[src/rtl/i2c_pkg.sv]
// i2c_pkg: shared FSM states and bus constants for the I2C target.
package i2c_pkg;
  typedef enum logic [2:0] {
    S_IDLE     = 3'd0,
    S_ADDR     = 3'd1,
    S_ADDR_ACK = 3'd2,
    S_RX       = 3'd3,
    S_RX_ACK   = 3'd4,
    S_TX       = 3'd5,
    S_TX_ACK   = 3'd6
  } state_e;
  localparam logic I2C_ACK   = 1'b0;
  localparam logic I2C_NACK  = 1'b1;
  localparam logic I2C_WRITE = 1'b0;
  localparam logic I2C_READ  = 1'b1;
endpackage

[src/rtl/i2c_line_sync.sv]
// i2c_line_sync: synchronises SCL/SDA and strobes SCL edges plus START/STOP.
module i2c_line_sync (
  input  logic clk,
  input  logic rst,
  input  logic scl_i,
  input  logic sda_i,
  output logic scl_rise_o,
  output logic scl_fall_o,
  output logic start_o,
  output logic stop_o,
  output logic sda_o
);
  // [1:0] synchroniser, [2] previous value; reset to the idle-high bus level
  logic [2:0] scl_q, sda_q;
  always_ff @(posedge clk) begin
    if (rst) begin
      scl_q      <= '1;
      sda_q      <= '1;
      scl_rise_o <= 1'b0;
      scl_fall_o <= 1'b0;
      start_o    <= 1'b0;
      stop_o     <= 1'b0;
    end else begin
      scl_q      <= {scl_q[1:0], scl_i};
      sda_q      <= {sda_q[1:0], sda_i};
      scl_rise_o <= scl_q[1] & ~scl_q[2];
      scl_fall_o <= ~scl_q[1] & scl_q[2];
      start_o    <= scl_q[1] & scl_q[2] & ~sda_q[1] & sda_q[2];
      stop_o     <= scl_q[1] & scl_q[2] & sda_q[1] & ~sda_q[2];
    end
  end
  assign sda_o = sda_q[2];
endmodule

[src/rtl/i2c_target.sv]
// i2c_target: 7-bit addressed I2C target with parallel rx/tx byte interface.
module i2c_target
  import i2c_pkg::*;
#(
  parameter logic [6:0] ADDR = 7'h52
) (
  input  logic       clk,
  input  logic       rst,
  input  logic       scl_in,
  input  logic       sda_in,
  output logic       sda_oe,
  output logic [7:0] rx_data,
  output logic       rx_valid,
  input  logic [7:0] tx_data,
  output logic       tx_ready,
  output logic       busy,
  output logic [2:0] state
);
  logic scl_rise, scl_fall, start, stop, sda;
  i2c_line_sync u_sync (
    .clk(clk), .rst(rst), .scl_i(scl_in), .sda_i(sda_in),
    .scl_rise_o(scl_rise), .scl_fall_o(scl_fall),
    .start_o(start), .stop_o(stop), .sda_o(sda)
  );
  state_e state_q, state_d;
  logic [2:0] cnt_q, cnt_d;
  logic [7:0] sh_q, sh_d, rxd_q, rxd_d;
  logic oe_q, oe_d, rxv_q, rxv_d, busy_q, busy_d, rw_q, rw_d, pend_q, pend_d, load;
  logic [7:0] byte_w;
  assign byte_w = {sh_q[6:0], sda};
  // pend_q marks a finished byte (or controller ACK) awaiting the next SCL fall
  always_comb begin
    state_d = state_q;
    cnt_d   = cnt_q;
    sh_d    = sh_q;
    rxd_d   = rxd_q;
    oe_d    = oe_q;
    rxv_d   = 1'b0;
    busy_d  = busy_q;
    rw_d    = rw_q;
    pend_d  = pend_q;
    load    = 1'b0;
    if (start) begin
      state_d = S_ADDR;
      cnt_d   = '0;
      oe_d    = 1'b0;
      pend_d  = 1'b0;
    end else if (stop) begin
      state_d = S_IDLE;
      oe_d    = 1'b0;
      busy_d  = 1'b0;
      pend_d  = 1'b0;
    end else begin
      case (state_q)
        S_ADDR:
          if (scl_rise) begin
            sh_d  = byte_w;
            cnt_d = cnt_q + 3'd1;
            if (cnt_q == 3'd7) begin
              if (byte_w[7:1] == ADDR) begin
                busy_d = 1'b1;
                rw_d   = byte_w[0];
                pend_d = 1'b1;
              end else state_d = S_IDLE;
            end
          end else if (scl_fall && pend_q) begin
            oe_d    = 1'b1;
            pend_d  = 1'b0;
            state_d = S_ADDR_ACK;
          end
        S_ADDR_ACK:
          if (scl_fall) begin
            load    = rw_q == I2C_READ;
            oe_d    = 1'b0;
            cnt_d   = '0;
            state_d = rw_q == I2C_WRITE ? S_RX : state_q;
          end
        S_RX:
          if (scl_rise) begin
            sh_d  = byte_w;
            cnt_d = cnt_q + 3'd1;
            if (cnt_q == 3'd7) begin
              rxd_d  = byte_w;
              rxv_d  = 1'b1;
              pend_d = 1'b1;
            end
          end else if (scl_fall && pend_q) begin
            oe_d    = 1'b1;
            pend_d  = 1'b0;
            state_d = S_RX_ACK;
          end
        S_RX_ACK:
          if (scl_fall) begin
            oe_d    = 1'b0;
            cnt_d   = '0;
            state_d = S_RX;
          end
        S_TX:
          if (scl_fall) begin
            cnt_d   = cnt_q + 3'd1;
            oe_d    = cnt_q == 3'd7 ? 1'b0 : ~sh_q[6];
            sh_d    = {sh_q[6:0], 1'b0};
            state_d = cnt_q == 3'd7 ? S_TX_ACK : S_TX;
          end
        S_TX_ACK:
          if (scl_rise) begin
            pend_d  = sda == I2C_ACK;
            busy_d  = sda == I2C_ACK;
            state_d = sda == I2C_NACK ? S_IDLE : S_TX_ACK;
          end else if (scl_fall && pend_q) load = 1'b1;
        default: state_d = S_IDLE;
      endcase
    end
    if (load) begin
      sh_d    = tx_data;
      oe_d    = ~tx_data[7];
      cnt_d   = '0;
      pend_d  = 1'b0;
      state_d = S_TX;
    end
  end
  always_ff @(posedge clk) begin
    if (rst) begin
      state_q <= S_IDLE;
      cnt_q   <= '0;
      sh_q    <= '0;
      rxd_q   <= '0;
      oe_q    <= 1'b0;
      rxv_q   <= 1'b0;
      busy_q  <= 1'b0;
      rw_q    <= 1'b0;
      pend_q  <= 1'b0;
    end else begin
      state_q <= state_d;
      cnt_q   <= cnt_d;
      sh_q    <= sh_d;
      rxd_q   <= rxd_d;
      oe_q    <= oe_d;
      rxv_q   <= rxv_d;
      busy_q  <= busy_d;
      rw_q    <= rw_d;
      pend_q  <= pend_d;
    end
  end
  assign sda_oe   = oe_q;
  assign rx_data  = rxd_q;
  assign rx_valid = rxv_q;
  assign tx_ready = load & ~rst;
  assign busy     = busy_q;
  assign state    = state_q;
endmodule
[config.mk]
export PLATFORM = sky130hd
export DESIGN_NAME = i2c_target
export DESIGN_NICKNAME = d
export VERILOG_FILES = /design/src/rtl/i2c_pkg.sv /design/src/rtl/i2c_line_sync.sv /design/src/rtl/i2c_target.sv
export SDC_FILE = /design/constraint.sdc
export NUM_CORES = 1
export LEC_CHECK = 0
export BUFFER_PORTS_ARGS = -buffer_cell sky130_fd_sc_hd__clkbuf_2
export CAP_MARGIN = 25
export CORE_MARGIN = 4
export CORE_UTILIZATION = 63
export CTS_BUF_LIST = sky130_fd_sc_hd__clkbuf_4 sky130_fd_sc_hd__clkbuf_8
export CTS_CLUSTER_SIZE = 10
export DETAILED_ROUTE_END_ITERATION = 7
export PLACE_DENSITY = 0.89
export SLEW_MARGIN = 10
export SYNTH_ARGS = -nofsm -noshare
export SYNTH_HDL_FRONTEND = slang
export SYNTH_HIERARCHICAL = 1
export SYNTH_SLANG_ARGS = --single-unit
[constraint.sdc]
create_clock -name clk -period 5.05 [get_ports clk]
set_input_delay 1.01 -clock clk [delete_from_list [all_inputs] [get_ports clk]]
set_output_delay 1.01 -clock clk [all_outputs]
set_load 0.005 [all_outputs]
# --- After elaboration in Yosys (flattened, before gate mapping) ---
# Index checks and enable logic that the tools add are counted.
classes:
  addsub: 1
  n_bitwise: 19
  eq_ne: 43
  n_mul: 0
  div_mod_pow: 0
  muxes: 54
  n_shift: 0
  magnitude_cmp: 0
  n_reduce_logical: 20
op_table:
  columns: ["operator", "n"]
  rows:
  - ["two-way mux 3 bit", 18]
  - ["two-way mux 7 bit", 5]
  - ["AND reduction 5 bit", 5]
  - ["two-way mux 1 bit", 23]
  - ["!= test 5 x 2 -> 1 bit (second input constant)", 4]
  - ["AND reduction 10 bit", 2]
  - ["one-hot mux 3 bit (6 select lines)", 1]
  - ["one-hot mux 7 bit (2 select lines)", 1]
  - ["equality test 3 bit (second input constant)", 4]
  - ["!= test 2 x 1 -> 1 bit (second input constant)", 6]
  - ["!= test 3 x 2 -> 1 bit (second input constant)", 4]
  - ["!= test 3 bit (second input constant)", 4]
  - ["!= test 6 bit (second input constant)", 2]
  - ["AND reduction 6 bit", 2]
  - ["nonzero test 3 bit", 4]
  - ["NOT 1 bit", 11]
  - ["!= test 2 bit (second input constant)", 5]
  - ["!= test 5 x 1 -> 1 bit (second input constant)", 2]
  - ["!= test 5 x 3 -> 1 bit (second input constant)", 2]
  - ["!= test 5 bit (second input constant)", 2]
  - ["!= test 3 x 1 -> 1 bit (second input constant)", 3]
  - ["one-hot mux 3 bit (3 select lines)", 1]
  - ["AND 1 bit", 8]
  - ["equality test 7 bit (second input constant)", 1]
  - ["other kinds (13)", 17]
totals:
  ramBits: 0
  regBits: 36
  memories: 0
  latchBits: 0
  romBits: 0
  input_bits: 12

# --- Depth between registers and ports, before layout ---
logic_depth:
  ltp_word: 8
  depth_mapped: 8

# --- By module ---
# The synthesis kept the hierarchy.
modules_own_cells:
  columns: ["module", "cells_per_inst", "n_inst", "area_each_um2"]
  rows:
  - ["i2c_target", 177, 1, 1577.8]
  - ["i2c_line_sync", 22, 1, 300.3]

# --- Worst setup path after synthesis ---
# No wires, ideal clock.
synth_path:
  kind: "register -> output"
  start: "register state_q[1] (netlist: state[1])"
  end: "output port tx_ready"
  arrival_time_ns: 1.499
  t_required_ns: 4.040
  stages_incl_launch_ff: 8
  slack_ns: 2.541
  path_cell_list: "dfxtp_1 > buf_2 > nand3b_1 > a21o_1 > or3_1 > buf_6 > buf_6 > nor2_1"
synth_between:
  elab_chain_len: 5
  elab_cells_between_ends: 6
  cone_classes: "eq/ne (2); mux (3); bitwise (1)"
synth_lines:
  columns: ["item", "line", "source"]
  rows:
  - ["start: declaration", "i2c_target.sv:25", "state_e state_q, state_d;"]
  - ["start signal: assignment", "i2c_target.sv:134", "state_q <= state_d;"]
  - ["equality test 3 bit / equality test 3 x 2 -> 1 bit (equally long branches)", "i2c_target.sv:54", "case (state_q)"]
  - ["one-hot mux 1 bit (2 select lines) (*)", "i2c_target.sv:54", null]
  - ["two-way mux 1 bit (*)", "i2c_target.sv:48", "end else if (stop) begin"]
  - ["two-way mux 1 bit (*)", "i2c_target.sv:43", "if (start) begin"]
  - ["AND 1 bit (*)", "i2c_target.sv:148", "assign tx_ready = load & ~rst;"]
  - ["end: declaration", "i2c_target.sv:15", "output logic tx_ready,"]
# Every way passes the cells marked *; elsewhere a longest branch is shown, timed or not.

# --- Worst setup path after layout ---
# Same ends and word-level chain as after synthesis.

==> run_results.csv <==
group,metric,value,unit
outcome,status,"finished clean",
clock_network,post_cts_buffers,0,
placed_design,dp_slack,2010,ps
yosys,postSynthAreaPerCell,9.44,µm²
global_route,grt-ovfl-total,0,
timing,finalCritPeriodShare,0.686,
floorplanning,die_w,62.6,µm
layout,fin_nets,234,
drt,first_pass_iters,4,
floorplanning,dieArea,3920,µm²
layout,insertedDiodeCount,0,
drt,drcViolationCount,0,
worst_setup_path,cp.arrival,2450,ps
global_route,first_global_vias,1590,
drt,drtIter0Drc,162,
global_route,grt_max_degree,33,
worst_setup_path,startpoint_type,"flip-flop",
floorplanning,row_count,19,
global_route,antenna_found_initial,0,
yosys,syn_nets,213,
global_route,grt_pass1_wl,7260,µm
timing,setup_ws,1590,ps
placed_design,dp_cells,244,
timing,relSlewSlack,0.544,
timing,period_needed,3460,ps
worst_setup_path,critPathMaxFanout,20,
clock_network,h-tree-depth,2,
layout,fillCellCount,221,
flow_run,cap_violations,0,
worst_setup_path,critPathKind,"reg2out",
yosys,synthFlopType,"dfxtp_1",
placed_design,dp.final_hpwl,3100,µm
power_and_ir_drop,p_leak,0.850,nW
yosys,syn_inst,199,
floorplanning,start_util,0.669,
clock_network,cts-resized-gates,0,
timing,holdWs,428,ps
timing,clock_skew,5.35,ps
floorplanning,fp.dieH,62.6,µm
placed_design,placed_cell_area,1970,µm²
clock_network,cts_tree,"done",
yosys,synth_area,1880,µm²
global_route,grt_util_all_layers,0.237,
yosys,ys.warnings.count,6,
timing,rsz0062_at_grt,"no",
clock_network,cts.sinks,36,
layout,syn2layout_area_growth,8.26,%
drt,wirelength,4140,µm
yosys,ys_async_sr_fraction,0,
clock_network,root_buffer,"clkbuf_4",
yosys,post_synth_num_cell_types,50,
worst_setup_path,endpoint_kind,"output pin",
layout,drive_gt1_frac,0.244,
timing,fin_setup_tns,0,ps
clock_network,clk-insertion-delay-late,350,ps
drt,wire_per_inst,16.4,µm
drt,dr_total_vias,1553,
floorplanning,core,2810,µm²
hold_path,hp-class,"reg2reg",
timing,max_freq,0.289,GHz
clock_network,path_clk_slew,110,ps
yosys,synth-seq-cells,36,
timing,setup_violations,0,
yosys,synth_edf_count,0,
layout,final_core_util,0.725,
power_and_ir_drop,peakVddDrop,0.212,mV
drt,via_per_inst,6.16,
power_and_ir_drop,power,0.580,mW
timing,hold_violations,0,
floorplanning,io-pin-count,27,
timing,worst_slew_pin_slew,684,ps
worst_setup_path,required,4040,ps
layout,final_cell_count_no_fill,252,
drt,ant_nets,0,
clock_network,clockBufferDepth,2,
layout,final_area,2030,µm²
timing,slew_viol_final,0,
clock_network,postCtsHoldBufs,0,
power_and_ir_drop,powerDensity,285,nW/µm²
placed_design,portBuffers,26,
placed_design,gp_congestion,0.889,
clock_network,cts_buffers,5,
yosys,ys_seq_area_frac,0.384,
[state kept, by name, summed over array words and instances (netlist names)]
name and count:
rx_data 8, sh_q 7, cnt_q 3, state 3, u_sync/scl_q 3, u_sync/sda_q 3, busy 1, pend_q 1
rw_q 1, rx_valid 1, sda_oe 1, u_sync/scl_fall_o 1, u_sync/scl_rise_o 1, u_sync/start_o 1, u_sync/stop_o 1
[per-layer routing]
metal | vias to the layer above | wire length [µm] | part of all wire | GRT usage
met1 | 718 | 1700 | 0.41 | 0.267
met4 | 0 | 162 | 0.039 | 0.154
met2 | 62 | 2030 | 0.49 | 0.395
li1 | 756 | - | - | -
met3 | 17 | 247 | 0.060 | 0.0594
met5 | - | 0 | 0 | 0
[area by class of cell]
cell class | instances | area, µm² | share of cell area
Inverter | 4 | 15.0 | 0.00738
Clock buffer | 5 | 37.5 | 0.0185
Tap cell | 31 | 38.8 | 0.0191
Multi-Input combinational cell | 147 | 1070 | 0.525
Clock inverter | 3 | 23.8 | 0.0117
Sequential cell | 36 | 721 | 0.354
Timing Repair Buffer | 26 | 130 | 0.0640
[power breakdown]
part | total (mW) | internal [mW] | switching (mW)
Combinational | 0.103 | 0.0498 | 0.0535
Sequential | 0.321 | 0.293 | 0.0279
Clock | 0.156 | 0.0547 | 0.101
[critical path, stage by stage (launching register included)]
cell,delay [ps]
dfxtp_1,710
nand3b_1,180
a21o_1,270
or3_1,630
nor2_1,180
clkbuf_2,130
[path summary, 6_finish.rpt]
path                                            startpoint                         end  slack (ps)  depth (start not counted)
worst max-delay path                 state[1]$_SDFFE_PP0P_                    tx_ready        1590                          5
worst max register to register       cnt_q[0]$_SDFFE_PP0P_       state[0]$_SDFFE_PP0P_        2760                          7
worst min register to register  u_sync/scl_q[0]$_SDFF_PP1_  u_sync/scl_q[1]$_SDFF_PP1_         430                          1
worst min-delay path            u_sync/scl_q[0]$_SDFF_PP1_  u_sync/scl_q[1]$_SDFF_PP1_         430                          1
[placed cells by master (no fill, tap or decap), types with 5 or more instances in the layout]
cell / Yosys / final
dfxtp_1: 36 / 36
clkbuf_2: 0 / 26
nor2b_1: 6 / 6
nand3b_1: 5 / 5
a21oi_1: 10 / 10
o21ai_0: 7 / 7
nor2_1: 25 / 25
nand2_1: 8 / 8
a211oi_2: 6 / 6
nand2b_1: 10 / 10
mux2i_1: 17 / 17
clkbuf_4: 0 / 5
[cells by family after synthesis]
logic type      share of synthesized area
simple gates                        0.261
compound gates                      0.193
flops                               0.384
mux                                0.0966
buf+inv                            0.0480
fa+ha+maj                          0.0133
xor+xnor                          0.00466
[synth_stat cells (2+ instances only)]
cell type / n / area [µm²]
or2_2: 3 / 18.8
and3_1: 2 / 12.5
buf_2: 3 / 15.0
o21ai_0: 7 / 35.0
a31oi_1: 3 / 18.8
and3b_1: 2 / 17.5
nor2b_1: 6 / 37.5
o2111ai_1: 2 / 17.5
or2_1: 4 / 25.0
dfxtp_1: 36 / 721
mux2i_1: 17 / 170
o2bb2ai_1: 2 / 17.5
clkbuf_1: 5 / 18.8
inv_1: 4 / 15.0
nor2_1: 25 / 93.8
ha_1: 2 / 25.0
a21o_1: 2 / 15.0
nand3b_4: 2 / 40.0
a211oi_2: 6 / 75.1
nor3b_2: 2 / 25.0
nor3_1: 4 / 20.0
nand2b_1: 10 / 62.6
nand2_1: 8 / 30.0
a21oi_1: 10 / 50.1
buf_6: 3 / 33.8
nand3b_1: 5 / 37.5
Note: power is estimated with default switching activity, not from simulation.
